**src/rtl/alu_core.sv**
```systemverilog
// alu_core: registered 8-bit ALU stage with a one-cycle done pulse.
// Define ALU_MUL_EN to build the 8-cycle shift-add multiplier for opcode 1001.
module alu_core (
   input  logic       clk,
   input  logic       rst,
   input  logic [7:0] w_SrcA,
   input  logic [7:0] w_SrcB,
   input  logic [3:0] alu_ctrl,
   input  logic       start,
   output logic [7:0] w_ALUResult,
   output logic       zero,
   output logic       negative,
   output logic       carry,
   output logic       overflow,
   output logic       busy,
   output logic       done
);

   localparam logic [3:0] OP_ADD = 4'b0000;
   localparam logic [3:0] OP_SUB = 4'b0001;
   localparam logic [3:0] OP_AND = 4'b0010;
   localparam logic [3:0] OP_OR  = 4'b0011;
   localparam logic [3:0] OP_XOR = 4'b0100;
   localparam logic [3:0] OP_SLT = 4'b0101;
   localparam logic [3:0] OP_SLL = 4'b0110;
   localparam logic [3:0] OP_SRL = 4'b0111;
   localparam logic [3:0] OP_SRA = 4'b1000;
`ifdef ALU_MUL_EN
   localparam logic [3:0] OP_MUL = 4'b1001;
`endif

   logic [7:0]         res_c;
   logic               c_c;
   logic               v_c;
   logic [2:0]         sh;
   logic [8:0]         sum;
   logic [8:0]         dif;
   logic [15:0]        sll_t;
   logic [15:0]        srl_t;
   logic signed [15:0] sra_t;

   // Shifts run in a 16-bit window so the bit just past the byte is the carry.
   always_comb begin
      sh    = w_SrcB[2:0];
      sum   = {1'b0, w_SrcA} + {1'b0, w_SrcB};
      dif   = {1'b0, w_SrcA} - {1'b0, w_SrcB};
      sll_t = {8'h00, w_SrcA} << sh;
      srl_t = {w_SrcA, 8'h00} >> sh;
      sra_t = $signed({w_SrcA, 8'h00}) >>> sh;
      res_c = 8'h00;
      c_c   = 1'b0;
      v_c   = 1'b0;
      unique case (alu_ctrl)
         OP_ADD: begin
            res_c = sum[7:0];
            c_c   = sum[8];
            v_c   = (w_SrcA[7] == w_SrcB[7]) && (sum[7] != w_SrcA[7]);
         end
         OP_SUB: begin
            res_c = dif[7:0];
            c_c   = ~dif[8];
            v_c   = (w_SrcA[7] != w_SrcB[7]) && (dif[7] != w_SrcA[7]);
         end
         OP_AND: res_c = w_SrcA & w_SrcB;
         OP_OR:  res_c = w_SrcA | w_SrcB;
         OP_XOR: res_c = w_SrcA ^ w_SrcB;
         OP_SLT: res_c = {7'd0, $signed(w_SrcA) < $signed(w_SrcB)};
         OP_SLL: begin
            res_c = sll_t[7:0];
            c_c   = sll_t[8];
         end
         OP_SRL: begin
            res_c = srl_t[15:8];
            c_c   = srl_t[7];
         end
         OP_SRA: begin
            res_c = sra_t[15:8];
            c_c   = sra_t[7];
         end
         default: ;
      endcase
   end

   logic [7:0] res_q, res_d;
   logic [3:0] flg_q, flg_d;
   logic       done_q, done_d;

`ifdef ALU_MUL_EN
   typedef enum logic {IDLE, MUL} state_t;

   state_t      state_q, state_d;
   logic [15:0] ma_q, ma_d;
   logic [15:0] acc_q, acc_d, acc_n;
   logic [7:0]  mb_q, mb_d;
   logic [2:0]  cnt_q, cnt_d;
`endif

   // flg_* packs {zero, negative, carry, overflow}.
   always_comb begin
      res_d  = res_q;
      flg_d  = flg_q;
      done_d = 1'b0;
`ifdef ALU_MUL_EN
      state_d = state_q;
      ma_d    = ma_q;
      mb_d    = mb_q;
      acc_d   = acc_q;
      cnt_d   = cnt_q;
      acc_n   = acc_q + (mb_q[0] ? ma_q : 16'h0000);
      if (state_q == MUL) begin
         acc_d = acc_n;
         ma_d  = ma_q << 1;
         mb_d  = mb_q >> 1;
         cnt_d = cnt_q + 3'd1;
         if (cnt_q == 3'd7) begin
            state_d = IDLE;
            res_d   = acc_n[7:0];
            flg_d   = {acc_n[7:0] == 8'h00, acc_n[7], |acc_n[15:8], 1'b0};
            done_d  = 1'b1;
         end
      end else if (start && alu_ctrl == OP_MUL) begin
         state_d = MUL;
         ma_d    = {8'h00, w_SrcA};
         mb_d    = w_SrcB;
         acc_d   = 16'h0000;
         cnt_d   = 3'd0;
      end else
`endif
      if (start) begin
         res_d  = res_c;
         flg_d  = {res_c == 8'h00, res_c[7], c_c, v_c};
         done_d = 1'b1;
      end
   end

   always_ff @(posedge clk) begin
      if (rst) begin
         res_q  <= 8'h00;
         flg_q  <= 4'h0;
         done_q <= 1'b0;
`ifdef ALU_MUL_EN
         state_q <= IDLE;
         ma_q    <= 16'h0000;
         mb_q    <= 8'h00;
         acc_q   <= 16'h0000;
         cnt_q   <= 3'd0;
`endif
      end else begin
         res_q  <= res_d;
         flg_q  <= flg_d;
         done_q <= done_d;
`ifdef ALU_MUL_EN
         state_q <= state_d;
         ma_q    <= ma_d;
         mb_q    <= mb_d;
         acc_q   <= acc_d;
         cnt_q   <= cnt_d;
`endif
      end
   end

   assign w_ALUResult = res_q;
   assign zero        = flg_q[3];
   assign negative    = flg_q[2];
   assign carry       = flg_q[1];
   assign overflow    = flg_q[0];
   assign done        = done_q;
`ifdef ALU_MUL_EN
   assign busy        = (state_q == MUL);
`else
   assign busy        = 1'b0;
`endif

endmodule

```
**config.mk**
```make
export PLATFORM = sky130hd
export DESIGN_NAME = alu_core
export DESIGN_NICKNAME = d
export VERILOG_FILES = /design/src/rtl/alu_core.sv
export SDC_FILE = /design/constraint.sdc
export NUM_CORES = 1
export LEC_CHECK = 0
export CAP_MARGIN = 10
export CORE_ASPECT_RATIO = 2
export CORE_MARGIN = 3
export CORE_UTILIZATION = 40
export DETAILED_ROUTE_END_ITERATION = 16
export PLACE_DENSITY = 0.67
export SLEW_MARGIN = 20
export SYNTH_ARGS = -nofsm -noshare
export SYNTH_HDL_FRONTEND = slang
export SYNTH_SLANG_ARGS = --single-unit
```
**constraint.sdc**
```tcl
create_clock -name clk -period 2.9 [get_ports clk]
set_clock_uncertainty 0.1 [all_clocks]
set_input_delay 0.29 -clock clk [delete_from_list [all_inputs] [get_ports clk]]
set_output_delay 0.29 -clock clk [all_outputs]
set_load 0.02 [all_outputs]
```
==> impl_summary.md <==
Status
The run finished with clean final reports.

Clock tree
TritonCTS built the clock tree. The CTS H-tree depth is 1. The clock tree root buffer cell is clkbuf_8. The number of buffers inserted during clock tree synthesis is 3.

The CTS clock-pin slew for the worst setup and hold paths is 0.05 ns. Once the clock tree was built, the setup fixing pass inserted 0 buffers. The buffer depth of the longest clock path is 2. At the later pin of the worst-skew pair, clock insertion delay measures 0.24 ns. The clock net in this run drives a total of 12 sinks.

Floorplan
The horizontal die dimension is 59.5 µm. For this configuration, the core starts out at a cell density of 0.419. 37 I/O pins were placed.

The number of cell rows is 38. In this run the standard cell core region covers 5470 µm². In this run the vertical extent of the chip is 113 µm. The die covers 6720 µm².

Timing
Setup violations remaining at the end of the flow were counted as 0. The post-layout minimum cycle time is 2.82 ns. The final number of max-transition violations is 0. Setup repair after global routing left no endpoint under its margin. Dividing the final minimum period by the clock period gives 0.972.

The maximum frequency from static timing analysis is 355 MHz. The transition time at the pin with the least slew margin is 0.509 ns. The number of hold-slack violations in the final timing report was 0. The normalized max-slew margin is 0.660.

Final layout
With fillers left out, the area of the finished cells amounts to 3070 µm². The signed area change from the synthesized netlist to the final layout is 33.9%. The count of antenna diodes in the layout is 0.

The share of the core filled with cells is 0.561. In the final layout, the share of cells above drive strength 1 is 0.223. The final layout contains 418 nets. Leaving out fill and tap cells, the most frequent cells in the layout are buf_4, clkdlybuf4s50_1, nand2_1, ha_1, nor2_1. The count of non-filler cells in the finished layout is 427. The most common cell after layout, fill and taps aside is buf_4.

Drt
The number of search-and-repair iterations in the first detailed-routing pass is 4. Once detail routing completed, the nets flagged for antenna violations numbered 0. The routed layout has 2,508 vias.

The post-route DRC violation count is 0. The detailed-route wire length is 7450 µm. The detailed router finished its first iteration with 155 violations. Dividing the detail-routed wire length by the instance count gives 17.5 µm. The vias per cell is 5.87.

Setup path
In this run the worst setup path begins at w_SrcA[0]. The element type at the critical path start is an input pin. The endpoint of the lowest-slack register-to-register path is flg_q[1]$_SDFFE_PP0P_. STA puts the critical path data arrival time at 2.91 ns. The master of the slowest instance on the critical path is clkdlybuf4s50_1. The classification of the worst setup path is in2reg. The count of cells along the worst register-to-register path is 2.

In this run the critical register-to-register path is launched from flg_q[1]$_SDFFE_PP0P_. The critical path ends at flg_q[3]$_SDFFE_PP0P_. The top fanout value on the critical path is 3. The setup slack of the most critical reg-to-reg path is 2.06 ns. On the worst path, the slowest cell contributes a delay of 0.52 ns.

The worst setup path is captured at a flip-flop. The required time at the worst-slack endpoint is 2.99 ns. The critical path goes through clkdlybuf4s50_1 -> inv_1 -> ha_1 -> fa_1 -> xnor2_1 -> o22ai_1 -> a211oi_1 -> nor4b_2 -> and4_1 -> a31o_1.

Power
The analysis attributes to cell leakage a power of 1.37 nW. Of the total power, registers draw 0.219. The share of total power dissipated in combinational logic is 0.563. IR analysis of the VDD net gives a maximum drop of 0.306 mV. The power dissipated by switching net loads is 306 µW. The post-route total power is 830 µW.

Power spread over the standard cell area amounts to 271 nW/µm². The share of total power dissipated in the clock network is 0.218. Of the total power, the share spent switching nets is 0.368. The internal portion of the total power is 525 µW.

Placed design
Summed over all nets, the half-perimeter wirelength after detailed placement is 6330 µm. Routability-driven placement finished with a final weighted congestion of 0.961. The instance area after placement is 2990 µm². The count of buffers added on input and output ports is 35. The post-placement cell count is 423.

Flow run
Max-cap violations in this run came to 0.

Global route
In the global route stage, overall resource usage came out at 0.228. The pin count of the biggest net entering global routing is 22. The first global-routing pass estimated 12,000 µm of wire. The initial antenna violation count is 0. Global routing finished with a remaining overflow of 0. The number of global-route vias before repair came to 2,536.

Logic synthesis
The post-synthesis cell area is 2290 µm². The fraction of synthesis flops using an asynchronous set or reset pin is 0. Counting flops and latches in the post-synthesis netlist gives 12. The synthesized design contains 0 enable-type register cells. Synthesis produced a netlist with a net count of 344. The synthesized instance count is 294.

For this run, the leading register cell type out of synthesis is dfxtp_1. The average size of a mapped cell is 7.79 µm². The netlist uses 63 different library cells. The fraction of the yosys area taken by sequential cells is 0.105. The number of synthesis warnings is 0.

Hold path
The worst hold path belongs to the class reg2reg.
==> cell families (layout without fill, tap and decap cells) <==
| logic type | after synthesis | in the layout | share of synthesized area |
|---|---|---|---|
| AO/OA/AOI/OAI | 91 | 91 | 0.286 |
| multiplexers | 19 | 19 | 0.0956 |
| XOR/XNOR | 9 | 9 | 0.0344 |
| AND/OR/NAND/NOR | 94 | 94 | 0.230 |
| buffers and inverters | 41 | 114 | 0.0929 |
| other | 1 | 1 | 0.00164 |
| adder cells (fa/ha/maj) | 27 | 27 | 0.154 |
| flip-flops | 12 | 12 | 0.105 |
==> how the worst min path moves through the flow <==
stage / end / cells after the start / startpoint
CTS: flg_q[0]$_SDFFE_PP0P_ / 2 / flg_q[0]$_SDFFE_PP0P_
detailed placement: flg_q[0]$_SDFFE_PP0P_ / 2 / flg_q[0]$_SDFFE_PP0P_
global route: flg_q[0]$_SDFFE_PP0P_ / 2 / flg_q[0]$_SDFFE_PP0P_
floorplan: done$_SDFF_PP0_ / 1 / rst
finish: flg_q[0]$_SDFFE_PP0P_ / 2 / flg_q[0]$_SDFFE_PP0P_
global placement: flg_q[0]$_SDFFE_PP0P_ / 2 / flg_q[0]$_SDFFE_PP0P_
==> through the flow <==
step	setup TNS [ns]	hold WS (ns)	worst slack, ns
after floorplan	0	0.262	0.395
after global placement	-0.286	0.358	-0.159
after detailed placement	-0.564	0.359	-0.220
after CTS	0	0.368	0.0357
after global routing	0	0.413	0.00464
final	0	0.368	0.0817
==> synthesized netlist by cell type, types with 3 or more instances <==
cell type,number,area (µm²)
ha_1,25,313
nand2_1,25,93.8
nor2_1,23,86.3
inv_1,17,63.8
a21oi_1,15,75.1
mux2i_1,14,140
o21ai_0,14,70.1
a211oi_1,13,97.6
dfxtp_1,12,240
nor3_1,9,45.0
xnor2_1,8,70.1
clkbuf_1,7,26.3
a21o_1,6,45.0
buf_4,6,45.0
buf_2,5,25.0
a31oi_1,4,25.0
buf_6,4,45.0
nand2b_1,4,25.0
nand4_1,4,25.0
nor2b_1,4,25.0
o31ai_1,4,30.0
a22oi_1,3,22.5
a2bb2oi_1,3,26.3
a311oi_1,3,26.3
and2_1,3,18.8
and4_1,3,26.3
mux2_2,3,33.8
o211a_1,3,30.0
o211ai_1,3,22.5
==> timing repair <==
action / in CTS / in global routing
setup endpoints to repair: 0 / 3
gates resized for setup: 0 / 3
hold buffers: 0 / 0
==> state kept, by name (all words and copies together), names as in the netlist <==
name	cells
w_ALUResult	7
flg_q	4
done	1
==> per-layer routing <==
| metal | vias up | track usage | share of wire | wire length [µm] |
|---|---|---|---|---|
| met4 | 0 | 0.169 | 0.084 | 629 |
| met5 | - | 0 | 0 | 0 |
| li1 | 1226 | - | - | - |
| met2 | 88 | 0.411 | 0.53 | 3960 |
| met3 | 28 | 0.00685 | 0.031 | 229 |
| met1 | 1166 | 0.236 | 0.35 | 2630 |
==> power groups by stage <==
| stage | sequential, mW | clock (mW) | combinational [mW] |
|---|---|---|---|
| 4_1_cts | 0.182 | 0.186 | 0.462 |
| 5_1_grt | 0.182 | 0.190 | 0.508 |
| 3_3_place_gp | 0.185 | 0 | 0.454 |
| 6_report | 0.182 | 0.181 | 0.467 |
| 3_5_place_dp | 0.185 | 0 | 0.460 |
| 2_1_floorplan | 0.198 | 0 | 0.253 |
==> layout make-up <==
type | count | area [µm²]
tap | 60 | 75.1
multi-input combinational | 241 | 1850
timing repair buffer | 91 | 771
inverter | 19 | 71.3
fill | 545 | 2400
sequential | 12 | 240
clock buffer | 4 | 55.1
==> critical path, delay by kind of cell <==
| family | cells | cell delay [ns] |
|---|---|---|
| adders and majority gates | 2 | 0.63 |
| AOI/OAI and AO/OA | 3 | 0.61 |
| and+or+nand+nor | 2 | 0.61 |
| buffers and inverters | 2 | 0.59 |
| xor gates and xnor gates | 1 | 0.18 |
(Power assumes the default switching activity.)
